<file path="src/rtl/uart_pkg.sv">
// Shared definitions for the UART receive front end: frame FSM encoding and
// the oversample index at which every per-bit decision is taken.
package uart_pkg;

  // Four base states fit two bits; STOP extends the encoding to a third bit.
  typedef enum logic [2:0] {
    IDLE   = 3'b000,
    START  = 3'b001,
    DATA   = 3'b010,
    PARITY = 3'b011,
    STOP   = 3'b100
  } state_e;

  // Decision edge: two clocks after mid-bit, once the majority vote has settled.
  function automatic int unsigned chk_edge(input int unsigned prescale);
    return prescale / 2 + 2;
  endfunction

endpackage

</file>
<file path="src/rtl/uart_rx_data_sampler.sv">
// Three-sample majority voter around the middle of each oversampled bit.
module uart_rx_data_sampler #(
  parameter int PRESCALE = 8
) (
  input  logic       clk,
  input  logic       rst,
  input  logic [4:0] edge_count,
  input  logic       RX_IN,
  output logic       sampled_bit
);

  localparam logic [4:0] S0_EC = 5'(PRESCALE / 2 - 1);
  localparam logic [4:0] S1_EC = 5'(PRESCALE / 2);
  localparam logic [4:0] VT_EC = 5'(PRESCALE / 2 + 1);

  logic s0_q, s1_q, bit_q;

  // Capture two samples, then vote with the live third sample one edge later.
  always_ff @(posedge clk) begin
    if (!rst) begin
      s0_q  <= 1'b0;
      s1_q  <= 1'b0;
      bit_q <= 1'b0;
    end else begin
      if (edge_count == S0_EC) s0_q <= RX_IN;
      if (edge_count == S1_EC) s1_q <= RX_IN;
      if (edge_count == VT_EC) bit_q <= (s0_q & s1_q) | (s0_q & RX_IN) | (s1_q & RX_IN);
    end
  end

  assign sampled_bit = bit_q;

endmodule

</file>
<file path="src/rtl/uart_rx_ctrl.sv">
// UART receive controller: start detection, edge/bit counting, frame FSM,
// deserializer gating and parity/stop checking.
module uart_rx_ctrl
  import uart_pkg::*;
#(
  parameter int PRESCALE = 8
) (
  input  logic       clk,
  input  logic       rst,
  input  logic       RX_IN,
  input  logic       PAR_EN,
  input  logic       PAR_TYP,
  input  logic [7:0] P_DATA,
  output logic       sampled_bit,
  output logic [4:0] edge_count,
  output logic       deser_en,
  output logic       data_valid,
  output logic       par_err,
  output logic       stp_err
);

  localparam logic [4:0] CHK  = 5'(chk_edge(PRESCALE));
  localparam logic [4:0] LAST = 5'(PRESCALE - 1);

  state_e     state_q;
  logic [4:0] ec_q;
  logic [2:0] bit_cnt_q;
  logic       par_en_q, par_typ_q;
  logic       par_err_q, stp_err_q, dv_q;

  logic at_chk, wrap;
  assign at_chk = (ec_q == CHK);
  assign wrap   = (ec_q == LAST);

  uart_rx_data_sampler #(.PRESCALE(PRESCALE)) u_sampler (
    .clk         (clk),
    .rst         (rst),
    .edge_count  (ec_q),
    .RX_IN       (RX_IN),
    .sampled_bit (sampled_bit)
  );

  // Frame FSM with the edge/bit counters and registered status flags.
  always_ff @(posedge clk) begin
    if (!rst) begin
      state_q   <= IDLE;
      ec_q      <= '0;
      bit_cnt_q <= '0;
      par_en_q  <= 1'b0;
      par_typ_q <= 1'b0;
      par_err_q <= 1'b0;
      stp_err_q <= 1'b0;
      dv_q      <= 1'b0;
    end else begin
      dv_q <= 1'b0;
      if (state_q == IDLE) ec_q <= '0;
      else                 ec_q <= wrap ? 5'd0 : ec_q + 5'd1;
      case (state_q)
        IDLE: begin
          if (!RX_IN) begin
            state_q   <= START;
            par_en_q  <= PAR_EN;
            par_typ_q <= PAR_TYP;
            par_err_q <= 1'b0;
            stp_err_q <= 1'b0;
          end
        end
        START: begin
          // A start bit that votes high was a glitch.
          if (at_chk && sampled_bit) begin
            state_q <= IDLE;
            ec_q    <= '0;
          end else if (wrap) begin
            state_q <= DATA;
          end
        end
        DATA: begin
          if (wrap) begin
            bit_cnt_q <= bit_cnt_q + 3'd1;
            if (bit_cnt_q == 3'd7) begin
              bit_cnt_q <= '0;
              state_q   <= par_en_q ? PARITY : STOP;
            end
          end
        end
        PARITY: begin
          if (at_chk) par_err_q <= sampled_bit ^ (^P_DATA) ^ par_typ_q;
          if (wrap)   state_q   <= STOP;
        end
        STOP: begin
          // Leave at the decision edge so a following start bit is seen on time.
          if (at_chk) begin
            stp_err_q <= ~sampled_bit;
            dv_q      <= sampled_bit & ~par_err_q;
            state_q   <= IDLE;
            ec_q      <= '0;
          end
        end
        default: state_q <= IDLE;
      endcase
    end
  end

  assign edge_count = ec_q;
  assign deser_en   = (state_q == DATA);
  assign data_valid = dv_q;
  assign par_err    = par_err_q;
  assign stp_err    = stp_err_q;

endmodule
</file>
<file path="config.mk">
export PLATFORM = sky130hd
export DESIGN_NAME = uart_rx_ctrl
export DESIGN_NICKNAME = d
export VERILOG_FILES = /design/src/rtl/uart_pkg.sv /design/src/rtl/uart_rx_data_sampler.sv /design/src/rtl/uart_rx_ctrl.sv
export SDC_FILE = /design/constraint.sdc
export NUM_CORES = 1
export LEC_CHECK = 0
export BUFFER_PORTS_ARGS = -buffer_cell sky130_fd_sc_hd__buf_2
export CAP_MARGIN = 0
export CORE_MARGIN = 3
export CORE_UTILIZATION = 32
export CTS_CLUSTER_SIZE = 20
export DETAILED_ROUTE_END_ITERATION = 12
export PLACE_DENSITY_LB_ADDON = 0.12
export SETUP_SLACK_MARGIN = 0.05
export SYNTH_ARGS = -nofsm -noshare
export SYNTH_HDL_FRONTEND = slang
export SYNTH_SLANG_ARGS = --single-unit
</file>
<file path="constraint.sdc">
create_clock -name clk -period 4.6 [get_ports clk]
set_input_delay 0.69 -clock clk [delete_from_list [all_inputs] [get_ports clk]]
set_output_delay 0.69 -clock clk [all_outputs]
set_load 0.01 [all_outputs]
</file>
[Yosys cells after proc, flatten, opt, wreduce, memory -nomap -nowiden]
Cells that the tools add are included.
Operators by class
  add/subtract/negate cells: 2
  equality and inequality tests: 17
  multiplexer cells: 20
  bitwise logic cells: 11
  reductions and logical operators: 11
Operators by type and width (count)
  3-bit two-way mux: 9
  5-bit by 3-bit == test with 1-bit output (second input constant): 4
  5-bit two-way mux: 4
  3-bit case mux with 5 select lines: 1
  5-bit case mux with 2 select lines: 1
  3-bit AND reduction: 3
  2-bit != test (second input constant): 4
  8-bit XOR reduction: 1
  3-bit by 2-bit == test with 1-bit output (second input constant): 2
  3-bit == test (second input constant): 2
  6-bit AND reduction: 1
  5-bit by 1-bit adder with 5-bit output (second input constant): 1
  5-bit by 2-bit == test with 1-bit output (second input constant): 1
  1-bit AND: 4
  2-bit by 1-bit != test with 1-bit output (second input constant): 2
  1-bit case mux with 2 select lines: 2
  2-bit AND reduction: 2
  2-bit nonzero test: 2
  3-bit by 1-bit adder with 3-bit output (second input constant): 1
  3-bit by 1-bit == test with 1-bit output (second input constant): 1
  3-bit zero test: 1
  1-bit two-way mux: 3
  3-bit != test (second input constant): 1
  1-bit NOT: 3
  other kinds (3): 5
Word-level totals
  bits in registers: 19
  input bits: 13
  output and inout port bits: 10

[Logic depth before layout (Yosys ltp)]
  word-level depth: 5
  gate-level depth with buffers: 7
  depth with buffers taken out: 6

[Cells and area by module]
From an unflattened synthesis, not the netlist that was laid out.
Second synthesis, totals
  cell total of the unflattened synthesis: 113
  area, all modules: 1054.8 sq um
Modules (own cells, without submodules)
  uart_rx_ctrl: instances 1, cells each 98, area an instance 902.1 sq um, sequential area each 320.3 sq um
  uart_rx_data_sampler: instances 1, cells each 15, area an instance 152.6 sq um, sequential area each 60.1 sq um

[Worst setup path after synthesis]
Ideal clock, no wire load.
  path type: register to register
  start: reg ec_q[0] (netlist: edge_count[0])
  end: reg state_q[2]
  library setup time: 0.115 ns
  arrival time: 1.684 ns
  setup slack: 2.801 ns
  cell stages (with the launch flop): 8
  path through: dfxtp_1 inv_1 ha_1 and4bb_1 buf_6 a2111oi_2 nor4_1 o21a_1
Between the ends
  cells in the longest elaborated chain, start to end: 4
  elaborated cells on any way between the ends: 10
  those cells by class: eq/ne (6); mux (2); reduce/logical (2)
RTL lines
  from (decl): line uart_rx_ctrl.sv:26  | logic [4:0] ec_q;
  from (signal assigned): line uart_rx_ctrl.sv:57  | else ec_q <= wrap ? 5'd0 : ec_q + 5'd1;
  5-bit by 3-bit == test with 1-bit output: line uart_rx_ctrl.sv:32  | assign at_chk = (ec_q == CHK);
  1-bit logical AND: line uart_rx_ctrl.sv:70  | if (at_chk && sampled_bit) begin
  3-bit != test (no line) / 3-bit two-way mux (equally long branches)
  6-bit AND reduction (no line) / 3-bit case mux with 5 select lines (equally long branches)
  to (signal assigned): line uart_rx_ctrl.sv:82  | state_q <= par_en_q ? PARITY : STOP;
  to (decl): line uart_rx_ctrl.sv:25  | state_e state_q;
Parallel ways exist; a longest one is shown, timed or not.
A chain may end at the register's enable or synchronous reset.

[Final worst setup path]
  start: reg state_q[1]
  end: out deser_en
Between the ends
  cells in the longest elaborated chain, start to end: 1
RTL lines
  3-bit by 2-bit == test with 1-bit output: line uart_rx_ctrl.sv:105  | assign deser_en = (state_q == DATA);
  to (decl): line uart_rx_ctrl.sv:16  | output logic deser_en,
No other way between the ends.

==> impl_metrics.csv <==
group,metric,value,unit
outcome,outcome,"finished, final reports clean",
global_routing,grt_start_max_net_pins,18,
cts,worstSkewPairLatency,0.30,ns
worst_setup_path,cp_slowest_cell,"dfxtp_1",
pwr,seq_power_share,56.1,%
finish,final_cell_mix,"buf_2 (22), dfxtp_1 (19), nor2_1 (11)",
timing,fmax,460,MHz
drt,wl_per_cell,12.2,µm
die,die_height,65.0,µm
global_routing,grt_first_pass_wirelength,3950,µm
timing,rsz0062_at_grt,"no",
pwr,switching_share,27.0,%
pwr,peakVddDrop,162,µV
die,rows,20,
global_routing,grt_antenna_before_repair,0,
worst_setup_path,worst-r2r-setup-slack,2.67,ns
die,num_io_pins,23,
worst_setup_path,worst_setup_path_start_kind,"flip-flop",
timing,fin_skew,0.00682,ns
cts,cts.reportedPaths.clkPinSlew,0.11,ns
timing,finalSetupViolations,0,
drt,vias,932,
worst_setup_path,reg2reg_to,"state_q[0]$_SDFFE_PN0P_",
drt,drt-pass1-iter-count,4,
timing,finalCriticalPeriod,2.18,ns
pwr,switchingPower,0.0846,mW
pwr,power,0.314,mW
timing,layout_worst_path_cycle_share,47.3,%
worst_setup_path,critical_path_class,"flip-flop to primary output",
placement,place_hpwl,1690,µm
cts,tritoncts,"done",
synthesis,yosysTopAreaCell,"dfxtp_1",
die,die_area,4220,µm²
die,die_w,65.0,µm
worst_setup_path,crit_fanout,10,
cts,htreeDepth,1,
job,maxCapViolations,0,
cts,postCtsHoldBufs,0,
worst_setup_path,critPathLaunch,"state_q[1]$_SDFFE_PN0P_",
synthesis,avgSynthCellArea,9.19,µm²
synthesis,synthesis.nets,140,
synthesis,synth_cells,121,
worst_setup_path,timing.rr.start,"edge_count[0]$_SDFF_PN0_",
worst_setup_path,crit_chain,"clkinv_1 > nor2_1 > buf_2",
worst_setup_path,cp.arrival,1.49,ns
synthesis,ys_warn_count,0,
die,fp.coreArea,3180,µm²
cts,cts_setup_buffers,0,
timing,relSlewSlack,59.5,%
worst_setup_path,cp.required,3.91,ns
finish,final_layout_size_suffix_gt1_share,23.2,%
worst_setup_path,reg2reg_depth,6,
drt,drtAntennaViolNets,0,
pwr,p_comb_share,17.1,%
worst_setup_path,crit_path_end_kind,"primary output",
cts,ctsRootBufferMaster,"clkbuf_4",
placement,place.gp.congestion,0.738,
synthesis,synth.area.top_cells,"dfxtp_1 (34%), ha_1 (6.7%), xnor2_1 (4.7%)",
drt,drt_iter0_drc,42,
finish,area_growth,13.0,%
placement,io_buffers,22,
cts,numCtsBuffers,3,
synthesis,ys_ff_latch,19,
worst_setup_path,slowest_delay,0.52,ns
cts,clock-sinks,19,
drt,drc,0,
timing,hold_viol_final,0,
synthesis,synthDistinctLibCells,40,
timing,worst_slew_pin_slew,0.602,ns
placement,place_ws,2.69,ns
die,initial_utilization,35.0,%
drt,drt-vias-per-instance,5.01,
global_routing,grt-ovfl-total,0,
finish,post-route-cell-area,1260,µm²
finish,fillers,333,
cts,clk_path_buf_depth,2,
global_routing,grt_pass1_vias,893,
synthesis,synth_area,1110,µm²
pwr,cellLeakagePower,0.518,nW
finish,antenna_cells,0,
pwr,p_per_area,249,nW/µm²
pwr,p_clk_share,26.8,%
finish,final_core_util,39.6,%
cts,cts_resized,0,
drt,drt_wl_total,2270,µm
worst_setup_path,cp-endpoint,"deser_en",
synthesis,ys_seq_area_share,34.2,%
placement,place_area,1230,µm²
finish,final_common_cell,"buf_2",
global_routing,grt_usage,11.9,%
timing,slew_viol_final,0,
timing,finalWorstSetupSlack,2.42,ns
timing,fin_tns_setup,0,ns
pwr,power.internal,0.229,mW
synthesis,yosys.area.top_type_share,34.2,%
hold_path,hp-class,"flip-flop to flip-flop",
finish,nets,162,
==> final cells by class <==
| cell class | count | area (µm²) | area share (%) |
|---|---|---|---|
| flip-flops and latches | 19 | 380 | 30.2 |
| well taps | 44 | 55.1 | 4.38 |
| clock buffers | 4 | 26.3 | 2.09 |
| multi-input cells | 91 | 663 | 52.7 |
| inverters | 6 | 22.5 | 1.79 |
| repair buffers | 22 | 110 | 8.76 |
==> Yosys cell counts (all sizes together) <==
cell type,n
a2111oi,3
a211oi,4
a21o,1
a21oi,8
a311oi,1
and2,1
and3,1
and4bb,2
buf,5
clkinv,1
dfxtp,19
ha,6
inv,5
mux2i,5
nand2,7
nand3,6
nand4b,1
nor2,11
nor2b,2
nor3,1
nor3b,3
nor4,3
nor4b,1
o21a,1
o21ai,6
o31ai,2
o32ai,1
or2,1
or3,1
or3b,1
or4,1
xnor2,6
xnor3,1
xor2,3
==> worst min-delay path by stage <==
| stage | from | to | slack (ns) | cells past startpoint |
|---|---|---|---|---|
| final | par_err$_SDFFE_PN0P_ | data_valid$_SDFF_PN0_ | 0.48 | 1 |
| after global routing | par_err$_SDFFE_PN0P_ | data_valid$_SDFF_PN0_ | 0.50 | 1 |
| after CTS | stp_err$_SDFFE_PN0P_ | stp_err$_SDFFE_PN0P_ | 0.47 | 2 |
| after detailed placement | stp_err$_SDFFE_PN0P_ | stp_err$_SDFFE_PN0P_ | 0.46 | 2 |
| after global placement | stp_err$_SDFFE_PN0P_ | stp_err$_SDFFE_PN0P_ | 0.45 | 2 |
| after floorplan | bit_cnt_q[0]$_SDFFE_PN0P_ | bit_cnt_q[0]$_SDFFE_PN0P_ | 0.44 | 2 |
==> worst max-delay path, delay by kind of cell, from the launching register on <==
kind,cells,cell delay [ns]
DFF,1,0.52
buffers and inverters,2,0.47
and+or+nand+nor,1,0.19
==> power groups by stage <==
| stage | clock, mW | combinational [mW] | sequential, mW |
|---|---|---|---|
| final | 0.0841 | 0.0536 | 0.176 |
| after global routing | 0.0969 | 0.0604 | 0.177 |
| after detailed placement | 0 | 0.0534 | 0.180 |
| after floorplan | 0 | 0.0443 | 0.176 |
| after global placement | 0 | 0.0529 | 0.180 |
| after CTS | 0.0896 | 0.0537 | 0.176 |
==> sequential cells by signal (all words and copies together) (netlist names) <==
name,count
stp_err,1
par_err,1
edge_count,5
state_q,3
data_valid,1
par_typ_q,1
u_sampler.s1_q,1
bit_cnt_q,3
par_en_q,1
u_sampler.sampled_bit,1
u_sampler.s0_q,1
==> cells by family after synthesis <==
kind of cell / after synthesis / synth area share, %
flops: 19 / 34.2
mux: 5 / 4.50
buf+inv: 11 / 6.19
xor+xnor: 10 / 9.11
compound gates: 27 / 17.5
fa+ha+maj: 6 / 6.75
simple gates: 43 / 21.7
==> metrics by stage <==
step,hold slack [ns],instances
detailed placement,0.457,182
floorplan,0.445,121
global route,0.503,186
global placement,0.452,182
CTS,0.475,186
finish,0.476,186
==> per-layer routing <==
metal	share of wire (%)	global-route usage, %	wire (µm)
met1	49	14.3	1110
met3	3.9	3.47	88
met5	0	0	0
met2	46	20.3	1050
met4	0.79	3.43	18
No activity file was read; power rests on OpenSTA's default activity.
